<file path="src/rtl/comp_mem_read_sequencer_if.sv">
//-----------------------------------------------------------------------------
// comp_mem_read_sequencer_if
// Bundles the compression-memory read port and the outgoing valid/ready
// stream of the read sequencer. The master side is the sequencer; the slave
// side is the memory plus the stream consumer.
//-----------------------------------------------------------------------------
`timescale 1ns/1ps

interface comp_mem_read_sequencer_if #(
    parameter int AHB_WIDTH = 32
);
    // Memory read port: read data is returned combinationally
    logic                 mem_rd_en;
    logic [31:0]          mem_address;
    logic [AHB_WIDTH-1:0] mem_rdata;

    // Output stream
    logic [AHB_WIDTH-1:0] out_data;
    logic                 out_valid;
    logic                 out_ready;

    modport master (
        output mem_rd_en,
        output mem_address,
        input  mem_rdata,
        output out_data,
        output out_valid,
        input  out_ready
    );

    modport slave (
        input  mem_rd_en,
        input  mem_address,
        output mem_rdata,
        input  out_data,
        input  out_valid,
        output out_ready
    );
endinterface

</file>
<file path="src/rtl/comp_mem_read_sequencer.sv">
//-----------------------------------------------------------------------------
// comp_mem_read_sequencer
// HCLK-side sequencer that drains a programmed run of words from the
// compression output memory into a valid/ready stream. A run can be gated on
// the image-received event; the memory is read one word per cycle with
// back-pressure from the stream. Completion, error and image-pending status
// are reported to the register block and interrupt logic.
//-----------------------------------------------------------------------------
`timescale 1ns/1ps

module comp_mem_read_sequencer #(
    parameter int MEM_COMP_DEPTH = 3584,
    parameter int AHB_WIDTH      = 32,
    parameter int CNT_WIDTH      = 12
) (
    input  logic                  HCLK,
    input  logic                  HRESETn,

    // Run command
    input  logic                  start,
    input  logic                  wait_img,
    input  logic [CNT_WIDTH-1:0]  base_addr,
    input  logic [CNT_WIDTH-1:0]  word_count,
    input  logic                  abort,
    input  logic                  img_event,

    // Memory read port and output stream
    comp_mem_read_sequencer_if.master bus,

    // Status
    output logic                  busy,
    output logic                  done,
    output logic                  err,
    output logic                  img_pending
);

    // Depth held one bit wider than the counters so that a count equal to
    // the full depth still compares correctly.
    localparam logic [CNT_WIDTH:0]   DEPTH_W   = (CNT_WIDTH+1)'(MEM_COMP_DEPTH);
    localparam logic [CNT_WIDTH-1:0] LAST_ADDR = CNT_WIDTH'(MEM_COMP_DEPTH - 1);

    typedef enum logic [1:0] {
        S_IDLE,
        S_WAIT_IMG,
        S_READ,
        S_DRAIN
    } state_t;

    state_t               state;
    state_t               state_nxt;

    logic [CNT_WIDTH-1:0] addr;
    logic [CNT_WIDTH-1:0] remaining;
    logic [AHB_WIDTH-1:0] out_data_q;
    logic                 out_valid_q;
    logic                 rd_en;

    logic                 params_ok;
    logic                 start_ok;
    logic                 start_bad;
    logic                 rd_fire;
    logic                 img_take;
    logic                 drain_hs;
    logic                 overrun;

    // A run is legal only if it is non-empty, fits in the memory and starts
    // inside it.
    assign params_ok = (word_count != '0)
                    && ({1'b0, word_count} <= DEPTH_W)
                    && ({1'b0, base_addr}  <  DEPTH_W);

    // Abort outranks everything, including a start in the same cycle.
    assign start_ok  = start && !abort && (state == S_IDLE) &&  params_ok;
    assign start_bad = start && !abort && (state == S_IDLE) && !params_ok;

    // A strobe issued in the abort cycle is not captured.
    assign rd_fire   = rd_en && !abort;

    // An image event arriving while waiting is consumed on the spot.
    assign img_take  = (state == S_WAIT_IMG) && !abort && (img_pending || img_event);

    assign drain_hs  = (state == S_DRAIN) && !abort && out_valid_q && bus.out_ready;

    // A second image event before the first was consumed is an overrun.
    assign overrun   = img_event && img_pending;

    // State register
    always_ff @(posedge HCLK or negedge HRESETn) begin
        if (!HRESETn) begin
            state <= S_IDLE;
        end else begin
            state <= state_nxt;
        end
    end

    // Next-state and read strobe; the strobe depends only on the registered
    // state and the stream handshake, never on the command inputs.
    always_comb begin
        state_nxt = state;
        rd_en     = 1'b0;
        case (state)
            S_IDLE: begin
                if (start_ok) begin
                    state_nxt = wait_img ? S_WAIT_IMG : S_READ;
                end
            end
            S_WAIT_IMG: begin
                if (img_pending || img_event) begin
                    state_nxt = S_READ;
                end
            end
            S_READ: begin
                rd_en = !out_valid_q || bus.out_ready;
                if (rd_en && (remaining == CNT_WIDTH'(1))) begin
                    state_nxt = S_DRAIN;
                end
            end
            S_DRAIN: begin
                if (out_valid_q && bus.out_ready) begin
                    state_nxt = S_IDLE;
                end
            end
            default: begin
                state_nxt = S_IDLE;
            end
        endcase
        if (abort) begin
            state_nxt = S_IDLE;
        end
    end

    // Address and remaining-word counters; the address wraps by explicit
    // compare against the memory depth, not at the counter width.
    always_ff @(posedge HCLK or negedge HRESETn) begin
        if (!HRESETn) begin
            addr      <= '0;
            remaining <= '0;
        end else if (start_ok) begin
            addr      <= base_addr;
            remaining <= word_count;
        end else if (rd_fire) begin
            addr      <= (addr == LAST_ADDR) ? '0 : addr + CNT_WIDTH'(1);
            remaining <= remaining - CNT_WIDTH'(1);
        end
    end

    // Output stream register: captures each issued read, holds under stall.
    always_ff @(posedge HCLK or negedge HRESETn) begin
        if (!HRESETn) begin
            out_data_q  <= '0;
            out_valid_q <= 1'b0;
        end else if (abort) begin
            out_valid_q <= 1'b0;
        end else if (rd_fire) begin
            out_data_q  <= bus.mem_rdata;
            out_valid_q <= 1'b1;
        end else if (out_valid_q && bus.out_ready) begin
            out_valid_q <= 1'b0;
        end
    end

    // Completion pulse, raised for the cycle after the last word is taken.
    always_ff @(posedge HCLK or negedge HRESETn) begin
        if (!HRESETn) begin
            done <= 1'b0;
        end else begin
            done <= drain_hs;
        end
    end

    // Sticky error: set by a rejected start or an image overrun, cleared
    // only by an accepted start (a simultaneous set wins).
    always_ff @(posedge HCLK or negedge HRESETn) begin
        if (!HRESETn) begin
            err <= 1'b0;
        end else if (start_bad || overrun) begin
            err <= 1'b1;
        end else if (start_ok) begin
            err <= 1'b0;
        end
    end

    // Image-pending latch: consumption in WAIT_IMG clears it unless a fresh
    // event lands on a flag that was already set.
    always_ff @(posedge HCLK or negedge HRESETn) begin
        if (!HRESETn) begin
            img_pending <= 1'b0;
        end else if (img_take) begin
            img_pending <= img_pending && img_event;
        end else if (img_event) begin
            img_pending <= 1'b1;
        end
    end

    assign busy            = (state != S_IDLE);
    assign bus.mem_rd_en   = rd_en;
    assign bus.mem_address = {{(32-CNT_WIDTH){1'b0}}, addr};
    assign bus.out_data    = out_data_q;
    assign bus.out_valid   = out_valid_q;

endmodule
</file>
<file path="src/flat_wrapper.sv">
// flat-port wrapper written by rule: the top's interface ports become plain ports
module comp_mem_read_sequencer_flat 
#(
    parameter int MEM_COMP_DEPTH = 3584,
    parameter int AHB_WIDTH      = 32,
    parameter int CNT_WIDTH      = 12
)
  (HCLK, HRESETn, start, wait_img, base_addr, word_count, abort, img_event, busy, done, err, img_pending, bus_mem_rd_en, bus_mem_address, bus_mem_rdata, bus_out_data, bus_out_valid, bus_out_ready);
  comp_mem_read_sequencer_if #(.AHB_WIDTH(AHB_WIDTH)) bus_i ();
  input  logic HCLK;
  input  logic HRESETn;
  input  logic start;
  input  logic wait_img;
  input  logic [CNT_WIDTH-1:0] base_addr;
  input  logic [CNT_WIDTH-1:0] word_count;
  input  logic abort;
  input  logic img_event;
  output logic busy;
  output logic done;
  output logic err;
  output logic img_pending;
  output wire logic [$bits(bus_i.mem_rd_en)-1:0] bus_mem_rd_en;
  output wire logic [$bits(bus_i.mem_address)-1:0] bus_mem_address;
  input wire logic [$bits(bus_i.mem_rdata)-1:0] bus_mem_rdata;
  output wire logic [$bits(bus_i.out_data)-1:0] bus_out_data;
  output wire logic [$bits(bus_i.out_valid)-1:0] bus_out_valid;
  input wire logic [$bits(bus_i.out_ready)-1:0] bus_out_ready;
  assign bus_mem_rd_en = bus_i.mem_rd_en;
  assign bus_mem_address = bus_i.mem_address;
  assign bus_i.mem_rdata = bus_mem_rdata;
  assign bus_out_data = bus_i.out_data;
  assign bus_out_valid = bus_i.out_valid;
  assign bus_i.out_ready = bus_out_ready;
  comp_mem_read_sequencer #(.MEM_COMP_DEPTH(MEM_COMP_DEPTH), .AHB_WIDTH(AHB_WIDTH), .CNT_WIDTH(CNT_WIDTH)) u_core (.HCLK(HCLK), .HRESETn(HRESETn), .start(start), .wait_img(wait_img), .base_addr(base_addr), .word_count(word_count), .abort(abort), .img_event(img_event), .bus(bus_i), .busy(busy), .done(done), .err(err), .img_pending(img_pending));
endmodule
</file>
<file path="config.mk">
export PLATFORM = sky130hd
export DESIGN_NAME = comp_mem_read_sequencer_flat
export DESIGN_NICKNAME = d
export VERILOG_FILES = /design/src/rtl/comp_mem_read_sequencer_if.sv /design/src/rtl/comp_mem_read_sequencer.sv /design/src/flat_wrapper.sv
export SDC_FILE = /design/constraint.sdc
export NUM_CORES = 1
export LEC_CHECK = 0
export ABC_AREA = 0
export CAP_MARGIN = 20
export CORE_ASPECT_RATIO = 1.1
export CORE_MARGIN = 1.5
export CORE_UTILIZATION = 39
export DETAILED_ROUTE_END_ITERATION = 12
export PLACE_DENSITY = 0.77
export SYNTH_ARGS = -nofsm -noshare
export SYNTH_HDL_FRONTEND = slang
export SYNTH_SLANG_ARGS = --single-unit
</file>
<file path="constraint.sdc">
create_clock -name HCLK -period 1.7 [get_ports HCLK]
set_input_delay 0.34 -clock HCLK [delete_from_list [all_inputs] [get_ports HCLK]]
set_output_delay 0.34 -clock HCLK [all_outputs]
set_load 0.005 [all_outputs]
</file>
-- Word-level counts from Yosys, hierarchy flattened
Cells that the tools add are included.
Widths: inputs -> output; s select.
- latch bits: 0
- memory bits (writable): 0
- memories: 0
- input port bits: 63
- memory bits (read-only): 0
- logic and storage cells: 72
- register bits after elaboration: 62
- reductions and logical operators: 30
- equality and inequality tests: 9
- add/sub/neg operators: 2
- muxes and demuxes: 20
- $lt $le $gt $ge: 2
- multiply operators: 0
- divide/modulo/power cells: 0
- shift operators: 0
- bitwise gates (word level): 1
- operator list (kind ; count):
    $mux 12 ; 5
    $logic_and 1x1->1 ; 15
    $add 12x1->12 const B ; 1
    $eq 12x1->1 const B ; 1
    $eq 12x12->1 const B ; 1
    $le 12x12->1 const B ; 1
    $lt 12x12->1 const B ; 1
    $mux 2 ; 6
    $reduce_bool 12->1 ; 1
    $sub 12x1->12 const B ; 1
    $mux 1 ; 8
    $pmux 2 s4 ; 1
    $reduce_bool 2->1 ; 4
    $ne 3x2->1 const B ; 2
    $ne 3x3->1 const B ; 2
    $eq 2x2->1 const B ; 2
    $reduce_and 4->1 ; 1
    $logic_not 1->1 ; 3
    $logic_or 1x1->1 ; 3
    $reduce_bool 3->1 ; 1
    $eq 2x1->1 const B ; 1
    $logic_not 2->1 ; 1
    $reduce_and 2->1 ; 1
    $not 1->1 ; 1

-- Logic depth before layout (Yosys ltp)
Gate-level depths: netlist of run 1.
- word-level depth: 7
- mapped depth: 9
- mapped depth without buffers: 7

-- Worst setup path before layout of run 1
OpenSTA, ideal clock, no wires.
- kind: register to register
- start point: register u_core.state[0]
- end point: register u_core.addr[7]
- path slack: -195 ps
- data arrival time: 1763 ps
- cell stages (with the launch flop): 10
- path through: dfrtp_1 -> inv_1 -> ha_1 -> inv_2 -> nor3_2 -> clkbuf_1 -> buf_2 -> o2111ai_1 -> a32oi_1 -> o21ai_1
- longest elaborated chain between the ends: 4
- elaborated cells between the ends (all ways): 8
- those cells by class: eq/ne: 1; mux: 2; reduce/logical: 5
- ends and longest elaborated chain (element ; RTL line ; text):
    start: declaration ; comp_mem_read_sequencer.sv:49 ; state_t state;
    start signal: assignment ; comp_mem_read_sequencer.sv:92 ; state <= state_nxt;
    $eq 2x2->1 or $logic_not 2->1 (tied branches) ; comp_mem_read_sequencer.sv:101, comp_mem_read_sequencer.sv:73 ;
    $mux 1 or $logic_and 1x1->1 (tied branches) ; comp_mem_read_sequencer.sv:101, comp_mem_read_sequencer.sv:73 ;
    $logic_and 1x1->1, on equally long branches ; comp_mem_read_sequencer.sv:77, comp_mem_read_sequencer.sv:73 ;
    $reduce_bool 2->1 (no line) or $mux 12 (tied branches) ; -- ;
    end signal: assignment ; comp_mem_read_sequencer.sv:139 ; addr <= base_addr;
    end signal: assignment ; comp_mem_read_sequencer.sv:142 ; addr <= (addr == LAST_ADDR) ? '0 : addr + CNT_WIDTH'(1);
    end: declaration ; comp_mem_read_sequencer.sv:52 ; logic [CNT_WIDTH-1:0] addr;
Parallel ways exist; a longest one is shown, timed or not.
A chain may end at the register's enable or synchronous reset.

-- Final worst setup path of run 1
- start point: register u_core.remaining[4]
- end point: register u_core.remaining[8]
- longest elaborated chain between the ends: 3
- ends and longest elaborated chain (element ; RTL line ; text):
    start: declaration ; comp_mem_read_sequencer.sv:53 ; logic [CNT_WIDTH-1:0] remaining;
    start signal: assignment ; comp_mem_read_sequencer.sv:140 ; remaining <= word_count;
    start signal: assignment ; comp_mem_read_sequencer.sv:143 ; remaining <= remaining - CNT_WIDTH'(1);
    $sub 12x1->12 ; comp_mem_read_sequencer.sv:143 ;
    $mux 12 ; comp_mem_read_sequencer.sv:141 ; end else if (rd_fire) begin
    $mux 12 ; comp_mem_read_sequencer.sv:138 ; end else if (start_ok) begin
No other way between the ends. The select of a mux whose other input is x is not followed.

==> results.json, run 1 <==
{
  "synth_edf_count": 0,
  "fmax_mhz": 555,
  "setup-tns-final_ns": -0.702,
  "skew_ns": 0.00530,
  "clkSinkCount": 62,
  "drt_iter0_markers": 250,
  "wl_per_cell_microns": 14.9,
  "criticalPathCategory": "reg2reg",
  "worstSetupStartpointType": "flip-flop",
  "finalNonFillerCells": 657,
  "synthToLayoutAreaGrowth_pct": 68.0,
  "timing.rr.start": "u_core.remaining[4]",
  "finalSetupViolCount": 17,
  "worst-path-buf-inv": 1,
  "routed_wl_microns": 9820,
  "via_count": 3244,
  "io-pin-count": 133,
  "synth_commonest_cells": "nand2_1 (124), dfrtp_1 (62), buf_4 (20), o21ai_1 (19), nor2_1 (18)",
  "synthArstFlopShare": 1.00,
  "drive_above_1_share": 0.242,
  "seqCellArea_sq_um": 1550,
  "start_util": 0.403,
  "insertion_delay_ns": 0.34,
  "via_per_inst": 4.94,
  "ys.flop_type": "dfrtp_1",
  "worst_path_largest_cell_delay_ns": 0.40,
  "netlist_instances": 364,
  "cts_max_level": 3,
  "crit_fanout": 3,
  "min_path_type": "in2async",
  "syn_area_per_cell_sq_um": 8.76,
  "dr.pass1.iters": 4,
  "die_x_microns": 89.2,
  "timing.final.ws_setup_ns": -0.103,
  "drv_cap": 0,
  "cp-end-kind": "flip-flop",
  "dp.cells": 619,
  "fillers": 612,
  "grt_pass1_wl_microns": 15100,
  "post-route-util": 0.677,
  "timing.rr.end": "u_core.remaining[8]",
  "clkTransAtPathRegs_ns": 0.07,
  "yosysSeqAreaShare": 0.487,
  "arrival_ns": 2.06,
  "port_buffers": 112,
  "numCtsBuffers": 9,
  "cts_root_buf": "clkbuf_8",
  "grt-ovfl-total": 0,
  "period_share": 1.06,
  "multi_input_area_sq_um": 1700,
  "yosysTopAreaCellShare": 0.487,
  "critical-path-top-delay-family": "simple AND/OR/NAND/NOR gates",
  "yosysTopAreaCell": "dfrtp_1",
  "path_cells": "or3_4, nor3_4, buf_4, nand4b_1, xor2_1, o21ai_1",
  "status": "complete, but fails checks",
  "first_global_vias": 3318,
  "slew_violations": 0,
  "reg2regPathDepth": 6,
  "grt_max_degree": 63,
  "yosysWarnings": 0,
  "yosysMostFrequentCell": "nand2_1",
  "clockBufferDepth": 2,
  "hold_violations": 0,
  "slowest_stage": "or3_4",
  "synthTopCellsByArea": "dfrtp_1 (49%), nand2_1 (15%), buf_4 (4.7%), ha_1 (3.1%), o21ai_1 (3.0%)",
  "cp-startpoint": "u_core.remaining[4]",
  "power_density_nw_per_um2": 1380,
  "die_area_sq_um": 8730,
  "grt_usage": 0.222,
  "globalplace.congestion": 0.852,
  "fin_crit_ns": 1.80,
  "leakagePower_nw": 2.44,
  "fp.dieH_microns": 97.8,
  "ys_seq_elements": 62,
  "syn-cell-area_sq_um": 3190,
  "ir_drop_mv": 0.709,
  "placementRows": 34,
  "rrSetupSlack_ns": -0.10,
  "required_ns": 1.95,
  "core_sq_um": 7910,
  "rsz0062_at_grt": "true",
  "nets": 615,
  "drc": 0,
  "route.antenna.remaining_nets": 0,
  "dp_hpwl_microns": 6520,
  "cts_tree": "done",
  "synth.distinct_cells": 48,
  "antenna_found_initial": 0,
  "antenna_cells": 0,
  "violations": "setup timing"
}
[placed cells by master (no fill, tap or decap), types with 6 or more instances in the layout]
master,n
dfrtp_1,61
clkbuf_8,9
nand2_1,118
buf_6,14
nor3_1,6
buf_4,53
xor2_1,9
dlymetal6s2s_1,6
conb_1,20
nor2_1,17
o21ai_1,15
clkdlybuf4s50_1,103
[routing by layer]
layer  share of wire  wire (microns)  global-route usage  vias to the layer above
met2            0.52            5150               0.383                      117
li1                -               -                   -                     1539
met3           0.047             459              0.0380                       26
met5               0               0                   0                        -
met4           0.031             301               0.101                        0
met1            0.40            3910               0.264                     1562
[flip-flops by register name, summed over array words and instances (netlist names)]
register / flops
u_core.bus.out_valid: 1
u_core.img_pending: 1
u_core.err: 1
u_core.addr: 12
u_core.done: 1
u_core.remaining: 12
u_core.state: 2
u_core.bus.out_data: 32
[metrics by stage]
step | total power, mW | setup WS [ns] | hold WS [ns] | area, sq um
after global routing | 7.88 | -0.141 | 0.0486 | 5360
after CTS | 7.14 | -0.113 | 0.0374 | 5150
after detailed placement | 5.78 | -0.449 | 0.399 | 4720
after global placement | 5.65 | -0.418 | 0.373 | 4720
after floorplan | 3.86 | -0.0142 | 0.0444 | 3270
final | 7.39 | -0.103 | 0.0128 | 5360
[layout make-up]
type / instances / area share
repair buffers: 183 / 0.330
multi-input cells: 280 / 0.318
flip-flops and latches: 62 / 0.290
well taps: 108 / 0.0252
clock buffers: 10 / 0.0238
clock inverters: 6 / 0.00724
inverters: 8 / 0.00561
[report_power, final]
group	switching, mW	internal (mW)
Sequential	0.526	2.12
Clock	0.598	0.523
Combinational	1.53	2.09
Total	2.65	4.74
[timing repair]
action,in CTS,in global routing
pin swaps,11,14
endpoints found under the setup margin,62,59
setup buffers,12,9
endpoints found under the hold margin,0,0
cloned,3,0
resized for setup,34,35
hold buffers,0,0
[how the worst max path moves through the flow]
stage	endpoint	slack, ns	cells after the start
floorplan	u_core.addr[5]	-0.01	8
global placement	u_core.addr[5]	-0.42	7
detailed placement	u_core.addr[5]	-0.45	7
CTS	u_core.addr[5]	-0.11	9
global route	u_core.remaining[8]	-0.14	9
finish	u_core.remaining[8]	-0.10	6
[cell families after synthesis]
logic type	Yosys count	synth area share
flip-flops	62	0.487
multiplexers	5	0.0161
buffers and inverters	42	0.0750
XOR/XNOR	14	0.0385
AND/OR/NAND/NOR	185	0.259
adder cells (fa/ha/maj)	8	0.0314
AO/OA/AOI/OAI	47	0.0926
other	1	0.00118
No activity file was read; power rests on OpenSTA's default activity.
==> run 2: changes to the inputs <==
--- a/config.mk
+++ b/config.mk
@@ -11,6 +11,8 @@
 export CORE_MARGIN = 1.5
 export CORE_UTILIZATION = 39
 export DETAILED_ROUTE_END_ITERATION = 12
+export GPL_ROUTABILITY_DRIVEN = 0
+export GPL_TIMING_DRIVEN = 0
 export PLACE_DENSITY = 0.77
 export SYNTH_ARGS = -nofsm -noshare
 export SYNTH_HDL_FRONTEND = slang
==> results.json, run 2 (synthesis results as in run 1) <==
{
  "p_total_mw": 7.26,
  "drt_iter0_markers": 217,
  "dp.cells": 603,
  "multi_input_area_sq_um": 1630,
  "dp_hpwl_microns": 6330,
  "clockBufferDepth": 2,
  "slowest_stage": "dfrtp_1",
  "slew_headroom": 0.467,
  "power_density_nw_per_um2": 1400,
  "seqCellArea_sq_um": 1560,
  "cts_tree": "done",
  "grt_max_degree": 63,
  "insertion_delay_ns": 0.34,
  "p_clk_frac": 0.175,
  "core_sq_um": 7910,
  "die_area_sq_um": 8730,
  "start_util": 0.403,
  "post-route-util": 0.654,
  "dr.pass1.iters": 4,
  "nets": 604,
  "placementRows": 34,
  "crit_fanout": 7,
  "path_cells": "inv_2, ha_4, and3b_2, o311ai_4, mux2i_1, buf_4, buf_8, nor2_2, a22o_1",
  "cp-end-kind": "flip-flop",
  "hold_violations": 0,
  "drive_above_1_share": 0.223,
  "intPower_mw": 4.70,
  "min_path_type": "in2async",
  "largest_reg_flops": 32,
  "ir_drop_mv": 0.612,
  "via_count": 3184,
  "grt_pass1_wl_microns": 14600,
  "tightest_slew_ns": 0.799,
  "criticalPathCategory": "reg2reg",
  "cts_max_level": 3,
  "via_per_inst": 4.93,
  "antenna_found_initial": 0,
  "violations": "setup timing",
  "first_global_vias": 3066,
  "combPwrFrac": 0.448,
  "synthToLayoutAreaGrowth_pct": 62.3,
  "status": "complete, but fails checks",
  "numCtsBuffers": 9,
  "cts_root_buf": "clkbuf_8",
  "finalNonFillerCells": 646,
  "fin_crit_ns": 1.86,
  "die_x_microns": 89.2,
  "fillers": 645,
  "switching_share": 0.352,
  "p_seq_frac": 0.377,
  "worstSetupStartpointType": "flip-flop",
  "clkSinkCount": 62,
  "arrival_ns": 2.09,
  "finalSetupViolCount": 26,
  "timing.final.ws_setup_ns": -0.165,
  "grt-ovfl-total": 0,
  "port_buffers": 112,
  "slew_violations": 0,
  "drv_cap": 0,
  "fp.dieH_microns": 97.8,
  "worst_path_largest_cell_delay_ns": 0.43,
  "clkTransAtPathRegs_ns": 0.08,
  "skew_ns": 0.0111,
  "period_share": 1.10,
  "route.antenna.remaining_nets": 0,
  "final_cell_mix": "nand2_1 (124), clkdlybuf4s50_1 (106), dfrtp_1 (56), buf_4 (47), conb_1 (20)",
  "required_ns": 1.92,
  "antenna_cells": 0,
  "io-pin-count": 133,
  "routed_wl_microns": 9600,
  "dp_slack_ns": -0.773,
  "final_common_cell": "nand2_1",
  "drc": 0,
  "switchingPower_mw": 2.55,
  "rsz0062_at_grt": "true",
  "grt_usage": 0.218,
  "fmax_mhz": 536,
  "leakagePower_nw": 2.34,
  "wl_per_cell_microns": 14.9
}
run 2: path summary, 6_finish.rpt:
kind	startpoint	end	slack, ns	cells past startpoint
min in group HCLK	word_count[7]	u_core.remaining[7]	0.28	3
worst min register to register	u_core.bus.out_data[1]	u_core.bus.out_data[1]	0.47	2
worst max-delay path	u_core.state[1]	u_core.addr[5]	-0.16	9
worst min-delay path	HRESETn	u_core.img_pending	0.05	1
worst max register to register	u_core.state[1]	u_core.addr[5]	-0.16	9
max in group asynchronous	HRESETn	u_core.addr[2]	1.02	1
run 2: metal layers:
layer	track usage	up-vias	share of wire
li1	-	1521	-
met1	0.268	1518	0.39
met2	0.375	125	0.52
met3	0.0355	20	0.064
met4	0.0876	0	0.025
met5	0	-	0
run 2: timing repair:
item,CTS,global route
pin swaps,14,13
hold buffers,0,0
gates resized for setup,47,37
setup endpoints to repair,62,62
endpoints found under the hold margin,0,0
setup buffers,19,9
run 2: metrics by stage:
stage                     TNS, ns  hold slack, ns  cell area [sq um]
final                       -2.49          0.0500               5170
after CTS                  -0.430           0.108               5020
after global routing        -4.89           0.129               5170
after global placement    -141.09           0.458               4520
after detailed placement   -30.89           0.461               4520
after floorplan           -0.0234          0.0444               3270
run 2: final cells by class:
type,instances,area share
plain buffers,33,0.0554
clock buffers,10,0.0247
clock inverters,6,0.0121
inverters,8,0.00677
multi-input cells,279,0.315
flip-flops and latches,62,0.301
well taps,108,0.0261
repair buffers,140,0.258
run 2: power by group through the flow:
stage                     Sequential (mW)  Combinational [mW]  Clock, mW
final                                2.73                3.25       1.27
after global routing                 2.82                3.55       1.35
after CTS                            2.69                3.09       1.29
after detailed placement             2.72                2.75          0
after global placement               2.69                2.67          0
after floorplan                      2.67                1.19          0
run 2: critical path: cells and delay by family (launching register included):
kind / cells / cell delay [ns]
muxes: 1 / 0.18
buffers and inverters: 3 / 0.46
DFF: 1 / 0.43
adders and majority gates: 1 / 0.14
and+or+nand+nor: 2 / 0.26
AOI/OAI and AO/OA: 2 / 0.27
